==> src/rtl/mb_uart_pkg.sv <==
// Shared constants, state encoding and timing helpers for the Modbus-RTU receiver.
// Timing helpers take 64-bit arguments so CLK_FREQ*1750 cannot overflow.
package mb_uart_pkg;

    localparam int NONE = 0;
    localparam int ODD  = 1;
    localparam int EVEN = 2;

    typedef enum logic [2:0] {
        ST_IDLE,
        ST_START,
        ST_DATA,
        ST_PARITY,
        ST_STOP
    } state_t;

    function automatic int calc_bps_cnt(input longint clk_freq, input longint bps);
        return int'(clk_freq / bps);
    endfunction

    // Above 19200 baud Modbus fixes t1.5/t3.5 at 750 us / 1750 us.
    function automatic int calc_t15_cnt(input longint clk_freq, input longint bps);
        if (bps > 19200)
            return int'(clk_freq * 750 / 1000000);
        return int'(33 * (clk_freq / bps) / 2);
    endfunction

    function automatic int calc_t35_cnt(input longint clk_freq, input longint bps);
        if (bps > 19200)
            return int'(clk_freq * 1750 / 1000000);
        return int'(77 * (clk_freq / bps) / 2);
    endfunction

endpackage

==> src/rtl/mb_rx_sync.sv <==
// Two-flop synchroniser for the serial line plus falling-edge detect.
// All flops reset high (line idle) so reset release never produces an edge.
module mb_rx_sync (
    input  logic clk,
    input  logic rst_n,
    input  logic i_rxd,
    output logic o_rxd,
    output logic o_fall
);

    logic r_meta;
    logic r_sync;
    logic r_prev;

    always_ff @(posedge clk or negedge rst_n) begin
        if (!rst_n) begin
            r_meta <= 1'b1;
            r_sync <= 1'b1;
            r_prev <= 1'b1;
        end else begin
            r_meta <= i_rxd;
            r_sync <= r_meta;
            r_prev <= r_sync;
        end
    end

    assign o_rxd  = r_sync;
    assign o_fall = r_prev & ~r_sync;

endmodule

==> src/rtl/mb_uart_rx.sv <==
// Modbus-RTU serial receiver: configurable width/parity/stop bits with 3-sample
// majority voting, per-character error flags and t1.5/t3.5 silence detection.
module mb_uart_rx #(
    parameter int CLK_FREQ  = 50000000,
    parameter int UART_BPS  = 115200,
    parameter int DATA_BITS = 8,
    parameter int PARITY    = 2,
    parameter int STOP_BITS = 1
) (
    input  logic                 clk,
    input  logic                 rst_n,
    input  logic                 uart_rxd,
    output logic                 rx_valid,
    output logic [DATA_BITS-1:0] rx_data,
    output logic                 rx_parity_err,
    output logic                 rx_frame_err,
    output logic                 rx_gap_err,
    output logic                 frame_end,
    output logic                 rx_busy
);
    import mb_uart_pkg::*;

    localparam int BPS_CNT = calc_bps_cnt(CLK_FREQ, UART_BPS);
    localparam int HALF    = BPS_CNT / 2;
    localparam int T15_CNT = calc_t15_cnt(CLK_FREQ, UART_BPS);
    localparam int T35_CNT = calc_t35_cnt(CLK_FREQ, UART_BPS);
    localparam int CW      = $clog2(BPS_CNT);
    localparam int IW      = $clog2(DATA_BITS);
    localparam int TW      = $clog2(T35_CNT + 1);

    localparam logic [CW-1:0] C_LAST  = CW'(BPS_CNT - 1);
    localparam logic [CW-1:0] C_S0    = CW'(HALF - 1);
    localparam logic [CW-1:0] C_S1    = CW'(HALF);
    localparam logic [CW-1:0] C_S2    = CW'(HALF + 1);
    localparam logic [TW-1:0] C_T15   = TW'(T15_CNT);
    localparam logic [TW-1:0] C_T35   = TW'(T35_CNT);
    localparam logic [IW-1:0] C_DLAST = IW'(DATA_BITS - 1);
    localparam logic          C_SLAST = (STOP_BITS == 2);
    localparam logic          C_ODD   = (PARITY == ODD);

    state_t               r_state;
    state_t               w_next;
    logic                 w_rxd;
    logic                 w_fall;
    logic [CW-1:0]        r_clk_cnt;
    logic                 r_s0;
    logic                 r_s1;
    logic [DATA_BITS-1:0] r_shift;
    logic [IW-1:0]        r_bit_idx;
    logic                 r_stop_idx;
    logic                 r_par_err;
    logic                 r_frm_err;
    logic                 r_gap;
    logic [TW-1:0]        r_idle_cnt;
    logic                 r_frame_open;
    logic                 w_start;
    logic                 w_eval;
    logic                 w_maj;
    logic                 w_done;
    logic                 w_close;
    logic                 w_open_eff;

    mb_rx_sync u_sync (
        .clk    (clk),
        .rst_n  (rst_n),
        .i_rxd  (uart_rxd),
        .o_rxd  (w_rxd),
        .o_fall (w_fall)
    );

    assign w_start    = (r_state == ST_IDLE) && w_fall;
    assign w_eval     = (r_state != ST_IDLE) && (r_clk_cnt == C_S2);
    assign w_maj      = (r_s0 & r_s1) | (r_s0 & w_rxd) | (r_s1 & w_rxd);
    assign w_done     = (r_state == ST_STOP) && w_eval && (r_stop_idx == C_SLAST);
    assign w_close    = r_frame_open && (r_idle_cnt == C_T35);
    // A frame closing on the same cycle as a new start edge counts as closed.
    assign w_open_eff = r_frame_open & ~w_close;
    assign rx_busy    = (r_state != ST_IDLE);

    always_ff @(posedge clk or negedge rst_n) begin
        if (!rst_n) begin
            r_clk_cnt <= '0;
            r_s0      <= 1'b1;
            r_s1      <= 1'b1;
        end else begin
            if (r_state == ST_IDLE || r_clk_cnt == C_LAST)
                r_clk_cnt <= '0;
            else
                r_clk_cnt <= r_clk_cnt + 1'b1;
            if (r_clk_cnt == C_S0)
                r_s0 <= w_rxd;
            if (r_clk_cnt == C_S1)
                r_s1 <= w_rxd;
        end
    end

    always_ff @(posedge clk or negedge rst_n) begin
        if (!rst_n)
            r_state <= ST_IDLE;
        else
            r_state <= w_next;
    end

    always_comb begin
        w_next = r_state;
        unique case (r_state)
            ST_IDLE:   if (w_fall) w_next = ST_START;
            ST_START:  if (w_eval) w_next = w_maj ? ST_IDLE : ST_DATA;
            ST_DATA:   if (w_eval && r_bit_idx == C_DLAST)
                           w_next = (PARITY != NONE) ? ST_PARITY : ST_STOP;
            ST_PARITY: if (w_eval) w_next = ST_STOP;
            ST_STOP:   if (w_done) w_next = ST_IDLE;
            default:   w_next = ST_IDLE;
        endcase
    end

    always_ff @(posedge clk or negedge rst_n) begin
        if (!rst_n) begin
            r_shift    <= '0;
            r_bit_idx  <= '0;
            r_stop_idx <= 1'b0;
            r_par_err  <= 1'b0;
            r_frm_err  <= 1'b0;
            r_gap      <= 1'b0;
        end else begin
            if (w_start) begin
                r_bit_idx  <= '0;
                r_stop_idx <= 1'b0;
                r_par_err  <= 1'b0;
                r_frm_err  <= 1'b0;
                r_gap      <= w_open_eff && (r_idle_cnt > C_T15);
            end
            if (w_eval) begin
                case (r_state)
                    ST_DATA: begin
                        r_shift   <= {w_maj, r_shift[DATA_BITS-1:1]};
                        r_bit_idx <= r_bit_idx + 1'b1;
                    end
                    ST_PARITY: r_par_err <= w_maj ^ (^r_shift) ^ C_ODD;
                    ST_STOP: begin
                        if (!w_maj)
                            r_frm_err <= 1'b1;
                        r_stop_idx <= 1'b1;
                    end
                    default: ;
                endcase
            end
        end
    end

    always_ff @(posedge clk or negedge rst_n) begin
        if (!rst_n) begin
            rx_valid      <= 1'b0;
            rx_data       <= '0;
            rx_parity_err <= 1'b0;
            rx_frame_err  <= 1'b0;
            rx_gap_err    <= 1'b0;
        end else begin
            rx_valid <= w_done;
            if (w_done) begin
                rx_data       <= r_shift;
                rx_parity_err <= r_par_err;
                rx_frame_err  <= r_frm_err | ~w_maj;
                rx_gap_err    <= r_gap;
            end
        end
    end

    always_ff @(posedge clk or negedge rst_n) begin
        if (!rst_n) begin
            r_idle_cnt   <= '0;
            r_frame_open <= 1'b0;
            frame_end    <= 1'b0;
        end else begin
            frame_end <= w_close;
            if (r_state != ST_IDLE || w_start)
                r_idle_cnt <= '0;
            else if (r_idle_cnt != C_T35)
                r_idle_cnt <= r_idle_cnt + 1'b1;
            if (rx_valid)
                r_frame_open <= 1'b1;
            else if (w_close)
                r_frame_open <= 1'b0;
        end
    end

endmodule

==> config.mk <==
export PLATFORM = sky130hd
export DESIGN_NAME = mb_uart_rx
export DESIGN_NICKNAME = d
export VERILOG_FILES = /design/src/rtl/mb_uart_pkg.sv /design/src/rtl/mb_rx_sync.sv /design/src/rtl/mb_uart_rx.sv
export SDC_FILE = /design/constraint.sdc
export NUM_CORES = 1
export LEC_CHECK = 0
export BUFFER_PORTS_ARGS = -buffer_cell sky130_fd_sc_hd__buf_4
export CORE_MARGIN = 3
export CORE_UTILIZATION = 54
export CTS_CLUSTER_DIAMETER = 150
export DETAILED_ROUTE_END_ITERATION = 10
export PLACE_DENSITY = 0.86
export SLEW_MARGIN = 40
export SYNTH_ARGS = -nofsm -noshare
export SYNTH_HDL_FRONTEND = slang
export SYNTH_SLANG_ARGS = --single-unit
==> constraint.sdc <==
create_clock -name clk -period 2.4 [get_ports clk]
set_clock_uncertainty 0.2 [all_clocks]
set_input_delay 0.36 -clock clk [delete_from_list [all_inputs] [get_ports clk]]
set_output_delay 0.36 -clock clk [all_outputs]
set_load 0.01 [all_outputs]
==> metrics <==
cell area after synthesis=3000 sq um; Crit Path Category=flop to flop; nets@finish=329; TNS Setup=0 ns; r2r setup slk=0.04 ns; Residual DRC=0; initial antenna violation count=0; Logic pwr share=9.9%; Top FF cell, synth=dfrtp_1; CTS tree=done; status=finished clean; CP startpoint kind=flop; root buffer cell=clkbuf_8; Slew Viols, Final=0; syn avg cell area=10.4 sq um; worst vdd ir=0.668 mV; crit path DAT=2.39 ns; final setup fails=0; IO buf count=16; list of most frequent post-synthesis cells=dfrtp_1 (58), nand2_1 (45), nor2_1 (30), xnor2_1 (15), nand3_1 (14); Sink Count=63; Clock Latency Late Sink=0.34 ns; Die W=80.6 um; CTS Buf Count=9; Synth Instances=289; first-pass detailed-route iteration total=4; clk buf depth=2; first-pass GRT wire length=10000 um; Post-Syn Nets=300; DP HPWL=4020 um; Top-Level Pins=17; Initial Util=57.3%; Routed wire per std cell=15.6 um; post-synthesis sequential area ratio=52.7%; Sw Pwr=613 uW; Placed Instance Area=3210 sq um; hold depth=0; r2r worst-path depth=5; Final Cell Area=3480 sq um; required time worst endpoint=2.43 ns; share of layout cells above drive strength 1=20.1%; leading area contributor after synthesis=dfrtp_1; Slew headroom=62.3%; R2R Path Start=r_clk_cnt[8]; Yosys top cell area share=48.3%; Synth Register Bits=63; antenna fix cells=0; Unique masters post-synth=45; crit path time final=2.36 ns; vias in the first global route=2143; worst-margin pin slew=0.565 ns; Rows=26; share of power burned in registers=47.9%; die height=80.6 um; worst hold start=u_sync.r_meta; core area=5240 sq um; Place WS=0.0881 ns; min-delay worst type=flop to flop; final wirelength=6120 um; sw frac=24.7%; Layout fillers=383; Pwr Density=713 nW/um^2; htree depth=3; largest net degree at the start of global routing=64; CP max FO=13; FF-to-FF End=rx_data[5]; die area=6490 sq um; highest clock rate=423 MHz; total gr overflow=0; CP endpoint kind=flop; 1st-iter DRT viols=101; Fin. Hold Viols=0; via/cell ratio=5.65; Yosys warnings=0; GP Congestion=0.830; post-route setup slack=0.0357 ns; period utilization=98.5%; via count=2221; Hold Path End=u_sync.o_rxd; synth-to-layout area growth=16.0%; EDFF count, synth=0; Max Cap Viol=0; most instantiated library cell after synthesis=dfrtp_1; ANT nets after route=0; gr usage total=21.0%; Static Leak=1.62 nW; Internal=1.87 mW; Synth async-reset ratio=100%; synth top area cells=dfrtp_1 (48%), nand2_1 (5.6%), dfstp_2 (4.4%); clock power share=42.2%; Clock transition at path regs=0.07 ns
[metrics by stage]
stage          hold WS (ns)  total power, mW  utilization (%)  instances
3_3_place_gp          0.152             1.42             61.4        375
3_5_place_dp          0.148             1.44             61.4        375
6_report              0.152             2.48             66.5        393
4_1_cts               0.157             2.50             66.2        393
2_1_floorplan        -0.136             1.33                -        289
5_1_grt               0.160             2.60             66.5        393
[final cells by class]
| class | count | area (sq um) | share of cell area [%] |
|---|---|---|---|
| flip-flops and latches | 63 | 1580 | 45.5 |
| well taps | 70 | 87.6 | 2.52 |
| repair buffers | 25 | 196 | 5.64 |
| inverters | 13 | 48.8 | 1.40 |
| clock buffers | 11 | 151 | 4.35 |
| multi-input cells | 206 | 1340 | 38.3 |
| clock inverters | 5 | 80.1 | 2.30 |
[per-layer routing]
metal / vias up / global-route usage [%] / share of wire [%]
li1: 1038 / - / -
met1: 1104 / 23.9 / 41
met2: 66 / 34.5 / 53
met3: 13 / 7.62 / 4.3
met4: 0 / 10.6 / 2.0
met5: - / 0 / 0
[kinds of logic after synthesis]
family,count (synthesis),share of synthesized area [%]
adder cells (fa/ha/maj),9,3.67
AO/OA/AOI/OAI,25,5.25
XOR/XNOR,26,7.58
flip-flops,63,52.7
buffers and inverters,20,3.33
multiplexers,15,6.37
AND/OR/NAND/NOR,131,21.1
[sequential cells by signal, indices dropped and copies added, names as in the netlist, 3 cells and up]
| signal | count |
|---|---|
| r_state | 3 |
| r_shift | 8 |
| r_clk_cnt | 9 |
| rx_data | 8 |
| r_bit_idx | 3 |
| r_idle_cnt | 17 |
[placed cells by master (no fill, tap or decap), types with 7 or more instances in the layout]
cell | Yosys | final
o21ai_0 | 10 | 10
inv_1 | 13 | 13
xor2_1 | 11 | 11
xnor2_1 | 15 | 15
nand2_1 | 45 | 45
buf_4 | 0 | 22
mux2_4 | 7 | 7
ha_1 | 8 | 7
nor3_1 | 8 | 8
nand3_1 | 14 | 14
dfrtp_1 | 58 | 58
clkbuf_8 | 0 | 11
nor2_1 | 30 | 29
[power by group through the flow]
| stage | sequential (mW) | clock (mW) | combinational [mW] |
|---|---|---|---|
| 2_1_floorplan | 1.20 | 0 | 0.134 |
| 3_3_place_gp | 1.20 | 0 | 0.225 |
| 3_5_place_dp | 1.20 | 0 | 0.237 |
| 4_1_cts | 1.18 | 1.07 | 0.246 |
| 5_1_grt | 1.19 | 1.13 | 0.277 |
| 6_report | 1.19 | 1.05 | 0.245 |
[worst max-delay path by stage]
stage | startpoint | cells after the start | end
2_1_floorplan | r_clk_cnt[0] | 8 | rx_data[3]
3_3_place_gp | r_clk_cnt[0] | 7 | rx_data[4]
3_5_place_dp | r_clk_cnt[8] | 5 | rx_parity_err
4_1_cts | r_clk_cnt[8] | 5 | rx_data[5]
5_1_grt | r_clk_cnt[8] | 5 | rx_data[5]
6_report | r_clk_cnt[8] | 5 | rx_data[5]
[repair_timing]
| action | CTS | global route |
|---|---|---|
| resized for setup | 0 | 3 |
| setup buffers | 0 | 0 |
| endpoints found under the hold margin | 59 | 0 |
| endpoints found under the setup margin | 0 | 4 |
| hold buffers | 2 | 0 |
[critical path, stage by stage (launching register included)]
cell,delay [ns]
dfrtp_1,0.42
nand4b_1,0.22
or4_4,0.55
or3_1,0.32
buf_4,0.21
mux2_4,0.32
Power figures use the tool's default switching activity.
